[src/rtl/program_loader.sv]
`timescale 1ns/1ps
// Boot-time loader: assembles a big-endian byte stream into 32-bit words, writes them to
// instruction memory and holds the CPU in reset until the whole program is committed.
// Define LOADER_CHECKSUM_EN to require a trailing mod-2^32 checksum word after the data.
module program_loader #(
  parameter int INSTR_MEM_SIZE = 32,
  parameter int ADDR_WIDTH     = 5
) (
  input  logic                  clock,
  input  logic                  reset,
  input  logic [7:0]            in_data,
  input  logic                  in_valid,
  output logic                  in_ready,
  output logic                  imem_we,
  output logic [ADDR_WIDTH-1:0] imem_addr,
  output logic [31:0]           imem_wdata,
  output logic                  cpu_reset_n,
  output logic                  done,
  output logic                  error,
  output logic [ADDR_WIDTH:0]   words_loaded
);

  typedef enum logic [2:0] {
    S_HEADER = 3'd0,
    S_DATA   = 3'd1,
`ifdef LOADER_CHECKSUM_EN
    S_CHECK  = 3'd2,
`endif
    S_RUN    = 3'd3,
    S_ERROR  = 3'd4
  } state_t;

  localparam logic [31:0]         MAX_LEN = INSTR_MEM_SIZE;
  localparam logic [ADDR_WIDTH:0] ONE     = {{ADDR_WIDTH{1'b0}}, 1'b1};

  state_t                r_state;
  logic [1:0]            r_byte_cnt;
  logic [23:0]           r_shift;
  logic [ADDR_WIDTH:0]   r_len;
  logic [ADDR_WIDTH:0]   r_words_loaded;
  logic                  r_in_ready;
  logic                  r_imem_we;
  logic [ADDR_WIDTH-1:0] r_imem_addr;
  logic [31:0]           r_imem_wdata;
  logic                  r_cpu_reset_n;
  logic                  r_done;
  logic                  r_error;
`ifdef LOADER_CHECKSUM_EN
  logic [31:0]           r_sum;
`endif

  logic                  w_accept;
  logic [31:0]           w_word;
  logic                  w_word_done;
  logic [ADDR_WIDTH:0]   w_count_inc;
  logic                  w_last_word;
  logic                  w_hdr_bad;

  assign w_accept    = in_valid && in_ready;
  assign w_word      = {r_shift, in_data};
  assign w_word_done = w_accept && (r_byte_cnt == 2'd3);
  assign w_count_inc = r_words_loaded + ONE;
  assign w_last_word = (w_count_inc == r_len);
  assign w_hdr_bad   = (w_word == 32'd0) || (w_word > MAX_LEN);

  // Reset gates in_ready directly so a byte offered during the reset cycle is never taken.
  assign in_ready     = r_in_ready && !reset;
  assign imem_we      = r_imem_we;
  assign imem_addr    = r_imem_addr;
  assign imem_wdata   = r_imem_wdata;
  assign cpu_reset_n  = r_cpu_reset_n;
  assign done         = r_done;
  assign error        = r_error;
  assign words_loaded = r_words_loaded;

  // NOTE: every register here uses non-blocking assignment so all decisions see pre-edge values.
  always_ff @(posedge clock) begin
    if (reset) begin
      r_state        <= S_HEADER;
      r_byte_cnt     <= 2'd0;
      r_shift        <= 24'd0;
      r_len          <= '0;
      r_words_loaded <= '0;
      r_in_ready     <= 1'b1;
      r_imem_we      <= 1'b0;
      r_imem_addr    <= '0;
      r_imem_wdata   <= 32'd0;
      r_cpu_reset_n  <= 1'b0;
      r_done         <= 1'b0;
      r_error        <= 1'b0;
`ifdef LOADER_CHECKSUM_EN
      r_sum          <= 32'd0;
`endif
    end else begin
      r_imem_we <= 1'b0;
      if (w_accept) begin
        r_shift    <= w_word[23:0];
        r_byte_cnt <= r_byte_cnt + 2'd1;
      end

      case (r_state)
        S_HEADER: begin
          if (w_word_done) begin
            if (w_hdr_bad) begin
              r_state    <= S_ERROR;
              r_in_ready <= 1'b0;
              r_error    <= 1'b1;
            end else begin
              r_len   <= w_word[ADDR_WIDTH:0];
              r_state <= S_DATA;
            end
          end
        end

        S_DATA: begin
          if (w_word_done) begin
            r_imem_we      <= 1'b1;
            r_imem_addr    <= r_words_loaded[ADDR_WIDTH-1:0];
            r_imem_wdata   <= w_word;
            r_words_loaded <= w_count_inc;
`ifdef LOADER_CHECKSUM_EN
            r_sum          <= r_sum + w_word;
            if (w_last_word) r_state <= S_CHECK;
`else
            if (w_last_word) begin
              r_state    <= S_RUN;
              r_in_ready <= 1'b0;
            end
`endif
          end
        end

`ifdef LOADER_CHECKSUM_EN
        S_CHECK: begin
          if (w_word_done) begin
            r_in_ready <= 1'b0;
            if (w_word == r_sum) begin
              r_state <= S_RUN;
            end else begin
              r_state <= S_ERROR;
              r_error <= 1'b1;
            end
          end
        end
`endif

        // The CPU is released on the first RUN edge, one cycle after the last commit.
        S_RUN: begin
          r_cpu_reset_n <= 1'b1;
          r_done        <= 1'b1;
        end

        S_ERROR: begin
          r_in_ready    <= 1'b0;
          r_cpu_reset_n <= 1'b0;
          r_done        <= 1'b0;
          r_error       <= 1'b1;
        end

        default: begin
          r_state    <= S_ERROR;
          r_in_ready <= 1'b0;
          r_error    <= 1'b1;
        end
      endcase
    end
  end

endmodule

[config.mk]
export PLATFORM = sky130hd
export DESIGN_NAME = program_loader
export DESIGN_NICKNAME = d
export VERILOG_FILES = /design/src/rtl/program_loader.sv
export SDC_FILE = /design/constraint.sdc
export NUM_CORES = 1
export LEC_CHECK = 0
export ABC_AREA = 0
export BUFFER_PORTS_ARGS = -buffer_cell sky130_fd_sc_hd__buf_4
export CORE_MARGIN = 2
export CORE_UTILIZATION = 25
export CTS_BUF_LIST = sky130_fd_sc_hd__clkbuf_16
export DETAILED_ROUTE_END_ITERATION = 8
export SLEW_MARGIN = 0
export SYNTH_ARGS = -nofsm -noshare
export SYNTH_HDL_FRONTEND = slang
export SYNTH_SLANG_ARGS = --single-unit
[constraint.sdc]
create_clock -name clock -period 2.8 [get_ports clock]
set_input_delay 0.56 -clock clock [delete_from_list [all_inputs] [get_ports clock]]
set_output_delay 0.56 -clock clock [all_outputs]
set_load 0.03 [all_outputs]
# After elaboration in Yosys (flattened, before gate mapping)
# Index checks and enable logic that the tools add are counted.
# op_classes
shifts,0
n_reduce_logical,16
n_bitwise,5
mux,15
magnitude_cmp,1
eq_ne,9
add_sub_neg,2
n_div,0
mul,0
# op_table
cell,count
$gt 32x6->1 const B,1
$logic_not 32->1,1
$mux 3,4
$pmux 3 s3,1
$ne 2x2->1 const B,4
$mux 1,7
$add 6x1->6 const B,1
$eq 6x6->1,1
$reduce_and 3->1,2
$reduce_or 2->1,3
$not 1->1,5
$reduce_and 5->1,1
$pmux 1 s2,2
$reduce_and 4->1,1
$eq 3x1->1 const B,1
$eq 3x2->1 const B,1
$eq 3x3->1 const B,1
$logic_and 1x1->1,3
$logic_not 3->1,1
$pmux 1 s3,1
$add 2x1->2 const B,1
$eq 2x2->1 const B,1
$reduce_and 2->1,1
$reduce_bool 2->1,1
other kinds (2),2
# word_totals
n_memories,0
input_bits,11
output_inout_bits,48
regBits,82
wordCells,59
mem_bits_rw,0
romBits,0
latchBits,0

# Depth between registers and ports, before layout
# depth
depth_word,6
depth_mapped,8
depth_no_buf,6

# Worst setup path after synthesis
# OpenSTA, ideal clock, no wires.
# synth_timing
path_type,input -> register
startpoint,input port in_data[1]
endpoint,register r_len[0]
required_ps,2728
n_path_buf,1
setup_time_ps,72
t_arrival_ps,2110
path_slack_ps,618
path_stages,6
path_cell_list,or4_1 o21a_1 nor4_4 and3_1 buf_4 mux2i_1
# synth_via
elab_chain_len,4
word_cells_on_any_way,5
classes_between,order compare (1); bitwise (1); reduce/logical (3)
# synth_lines
item,line,source
from (decl),11,"input logic [7:0] in_data,"
$gt 32x6->1 / $logic_not 32->1 (equally long branches),64,assign w_hdr_bad = (w_word == 32'd0) || (w_word > MAX_LEN);
$logic_or 1x1->1 (*),64,
$not 1->1 (no line) (*),-,
$reduce_and 3->1 (no line) (*),-,
to (signal assigned),109,r_len <= w_word[ADDR_WIDTH:0];
to (decl),39,logic [ADDR_WIDTH:0] r_len;
# Every way passes the cells marked *; elsewhere a longest branch is shown, timed or not.
# A chain may end at the register's enable or synchronous reset.

# Final worst setup path
# layout_timing
startpoint,input port in_data[1]
endpoint,register r_len[5]
# The elaborated chain is that of the path after synthesis.

==> flow_summary.toml <==
[worst_setup_path]
reg2regPathDepth = 5
start_kind = "input pin"
cp-end-kind = "register"
cp.required_ns = 3.06
startpoint = "in_data[1]"
criticalPathCategory = "in2reg"
r2r_end = "r_len[5]"
cp_slowest_cell = "or4_1"
arrival_ns = 2.52
max_stage_delay_ns = 0.55
r2r_setup_slack_ns = 0.81
cp_max_fo = 7
path_cells = "buf_4 -> or4_1 -> o21a_1 -> nor4_4 -> and3_1 -> mux2i_1"
r2r_start = "r_state[2]"

[synth]
syn_avg_cell_area_um2 = 8.260
synth_cell_types = 36
syn-cell-area_um2 = 3238
synthCells = 392
synth_area_leaders = "dfxtp_1 51%, nand2_1 12%, nand2b_1 7.5%"
synth_area_leader_cell = "dfxtp_1"
yosysWarnings = 0
synth_seq_cells = 82
yosysTopAreaCellShare_pct = 50.70
synth_nets = 405
seq_area_frac_synth_pct = 50.70

[global_routing]
grt_max_degree = 55
grt_usage_pct = 11.54
grt_pass1_vias = 2542
grt_first_pass_wirelength_um = 13010
antenna_found_initial = 0
grt-ovfl-total = 0

[cts]
postCtsSetupBuffers = 0
cts_buffer_depth = 2
clock_sinks = 82
hold_buffers = 0
cts.clk_slew.worst_paths_ns = 0.06
cts_buffers = 9
htreeDepth = 3
cts-root-buf = "clkbuf_16"
cts-resized-gates = 0
clock_latency_ns = 0.33
cts_tree = "yes"

[pwr]
peakVddDrop_v = 0.0003560
powerDensity_nw_per_um2 = 606.5
power.leakage_nw = 1.514

[placed_design]
gp_congestion = 0.7643
io_buffer_count = 58
hpwlAfterDp_um = 5696

[detailed_routing]
wl_per_cell_um = 13.15
vias = 2715
drtIter0Drc = 139
viasPerCell = 4.407
detail-route-antenna-nets = 0
dr.pass1.iters = 5
wirelength_um = 8100
drcViolationCount = 0

[timing]
setup_violations = 0
slew_headroom_pct = 68.14
worst_pin_slew_ns = 0.4778
fin_crit_sh_pct = 80.69
min_period_ns = 2.259
drv_slew = 0
hold_violations = 0
setup_tns_ns = 0
skew_ns = 0.007556
clock.fmax_ghz = 0.4426
rsz0062_at_grt = "no"

[flow_run]
cap_violations = 0

[layout]
register_area_um2 = 1642
finalNetCount = 452
drive_above_1_share_pct = 18.02
multi_input_area_um2 = 1469
fill_cells = 1376
postLayoutCoreUtil_pct = 32.57
syn2layout_area_growth_pct = 26.93
antenna_cells = 0

[hold_path]
hold_path.class = "reg2reg"
hold_path_end = "imem_wdata[28]"
worstHoldPathCells = 2
min_from = "imem_wdata[28]"

[floorplanning]
die-area_um2 = 13880
fp.dieH_um = 117.8
core_area_um2 = 12620
rows = 41
initial_core_util_pct = 25.66
die_w_um = 117.8
ios = 59

[outcome]
status = "finished, final reports clean"
layout make-up:
cell class                 count  share of cell area, %
clock buffer                   9                  5.479
clock inverter                 7                  1.826
inverter                       3                 0.2740
multi-input combinational    280                  35.74
sequential                    82                  39.94
tap                          172                  5.236
timing repair buffer          63                  11.51
metal layers:
metal  vias up  share of wire [%]  GRT usage, %
li1       1392                  -             -
met1      1260                 50         16.15
met2        57                 46         17.73
met3         6                2.4         2.277
met4         0               0.86         3.840
met5         -                  0             0
metrics by stage:
stage | worst slack, ns | cell area, um2 | hold WS (ns) | total power [W] | cells
6_report | 0.5406 | 4110 | 0.4523 | 0.002493 | 616
5_1_grt | 0.4358 | 4110 | 0.4742 | 0.002589 | 616
4_1_cts | 0.5439 | 4110 | 0.4529 | 0.002521 | 616
3_5_place_dp | 0.2057 | 3810 | 0.4478 | 0.001342 | 600
3_3_place_gp | 0.2941 | 3810 | 0.4453 | 0.001338 | 600
2_1_floorplan | 0.6180 | 3238 | 0.4450 | 0.001299 | 392
cell families (layout without fill, tap and decap cells):
kind of cell	after synthesis	after routing	synth area share, %
DFF	82	82	50.70
AOI/OAI and AO/OA	78	78	12.83
muxes	6	6	1.855
xor gates and xnor gates	12	12	3.246
buffers and inverters	30	82	3.941
and+or+nand+nor	182	182	26.66
adders and majority gates	2	2	0.7727
registers in the layout (all words and copies together), names as in the netlist, 2 cells and up:
name and count:
words_loaded 6, imem_wdata 32, imem_addr 5, r_byte_cnt 2
r_len 6, r_state 3, r_shift 24
worst max-delay path: cells and delay by family:
family / cells / cell delay (ns)
buf+inv: 1 / 0.12
simple gates: 3 / 1.38
mux: 1 / 0.24
compound gates: 1 / 0.22
worst max-delay path by stage:
| stage | endpoint | slack (ns) | cells past startpoint |
|---|---|---|---|
| after floorplan | r_len[0] | 0.62 | 6 |
| after global placement | r_len[0] | 0.29 | 6 |
| after detailed placement | r_len[5] | 0.21 | 6 |
| after CTS | r_len[5] | 0.54 | 6 |
| after global routing | r_len[5] | 0.44 | 6 |
| final | r_len[5] | 0.54 | 6 |
report_power, final:
group          internal [W]  switching (W)  total [W]
combinational     0.0000424      0.0000627   0.000105
sequential          0.00119      0.0000224    0.00121
clock              0.000695       0.000483    0.00118
total               0.00192       0.000568    0.00249
synthesized netlist by cell type:
library cell / count
buf_4: 2
a211o_1: 1
inv_1: 2
nor3_1: 5
nand3_1: 3
a22o_1: 1
clkbuf_1: 16
nand2_1: 104
o21ai_0: 2
a21oi_1: 41
mux2i_1: 6
a31oi_1: 1
nand2b_1: 39
o21ai_1: 26
nor2_1: 10
buf_2: 6
and3b_1: 1
o21a_1: 2
xor2_1: 6
nor4_1: 7
a21o_1: 1
o211ai_1: 1
dfxtp_1: 82
nor2b_1: 3
or4_1: 1
or3_1: 1
nor3b_1: 1
nand4_1: 3
nor4_4: 1
buf_1: 3
a311oi_1: 1
a211oi_1: 1
and3_1: 3
inv_2: 1
xnor2_1: 6
ha_1: 2
layout by cell type, fill, tap and decap left out, types with 2 or more instances in the layout:
cell type   instances
o21ai_1            26
and3_1              3
inv_6               2
inv_1               2
dfxtp_1            82
nand3_1             3
nor2_1             10
clkbuf_16           9
clkinvlp_4          2
buf_4              63
xnor2_1             6
nand2b_1           39
o21a_1              2
nor2b_1             3
o21ai_0             2
xor2_1              6
nor4_1              7
mux2i_1             6
nand4_1             3
ha_1                2
nand2_1           104
nor3_1              5
a21oi_1            41
Power figures use the tool's default switching activity.
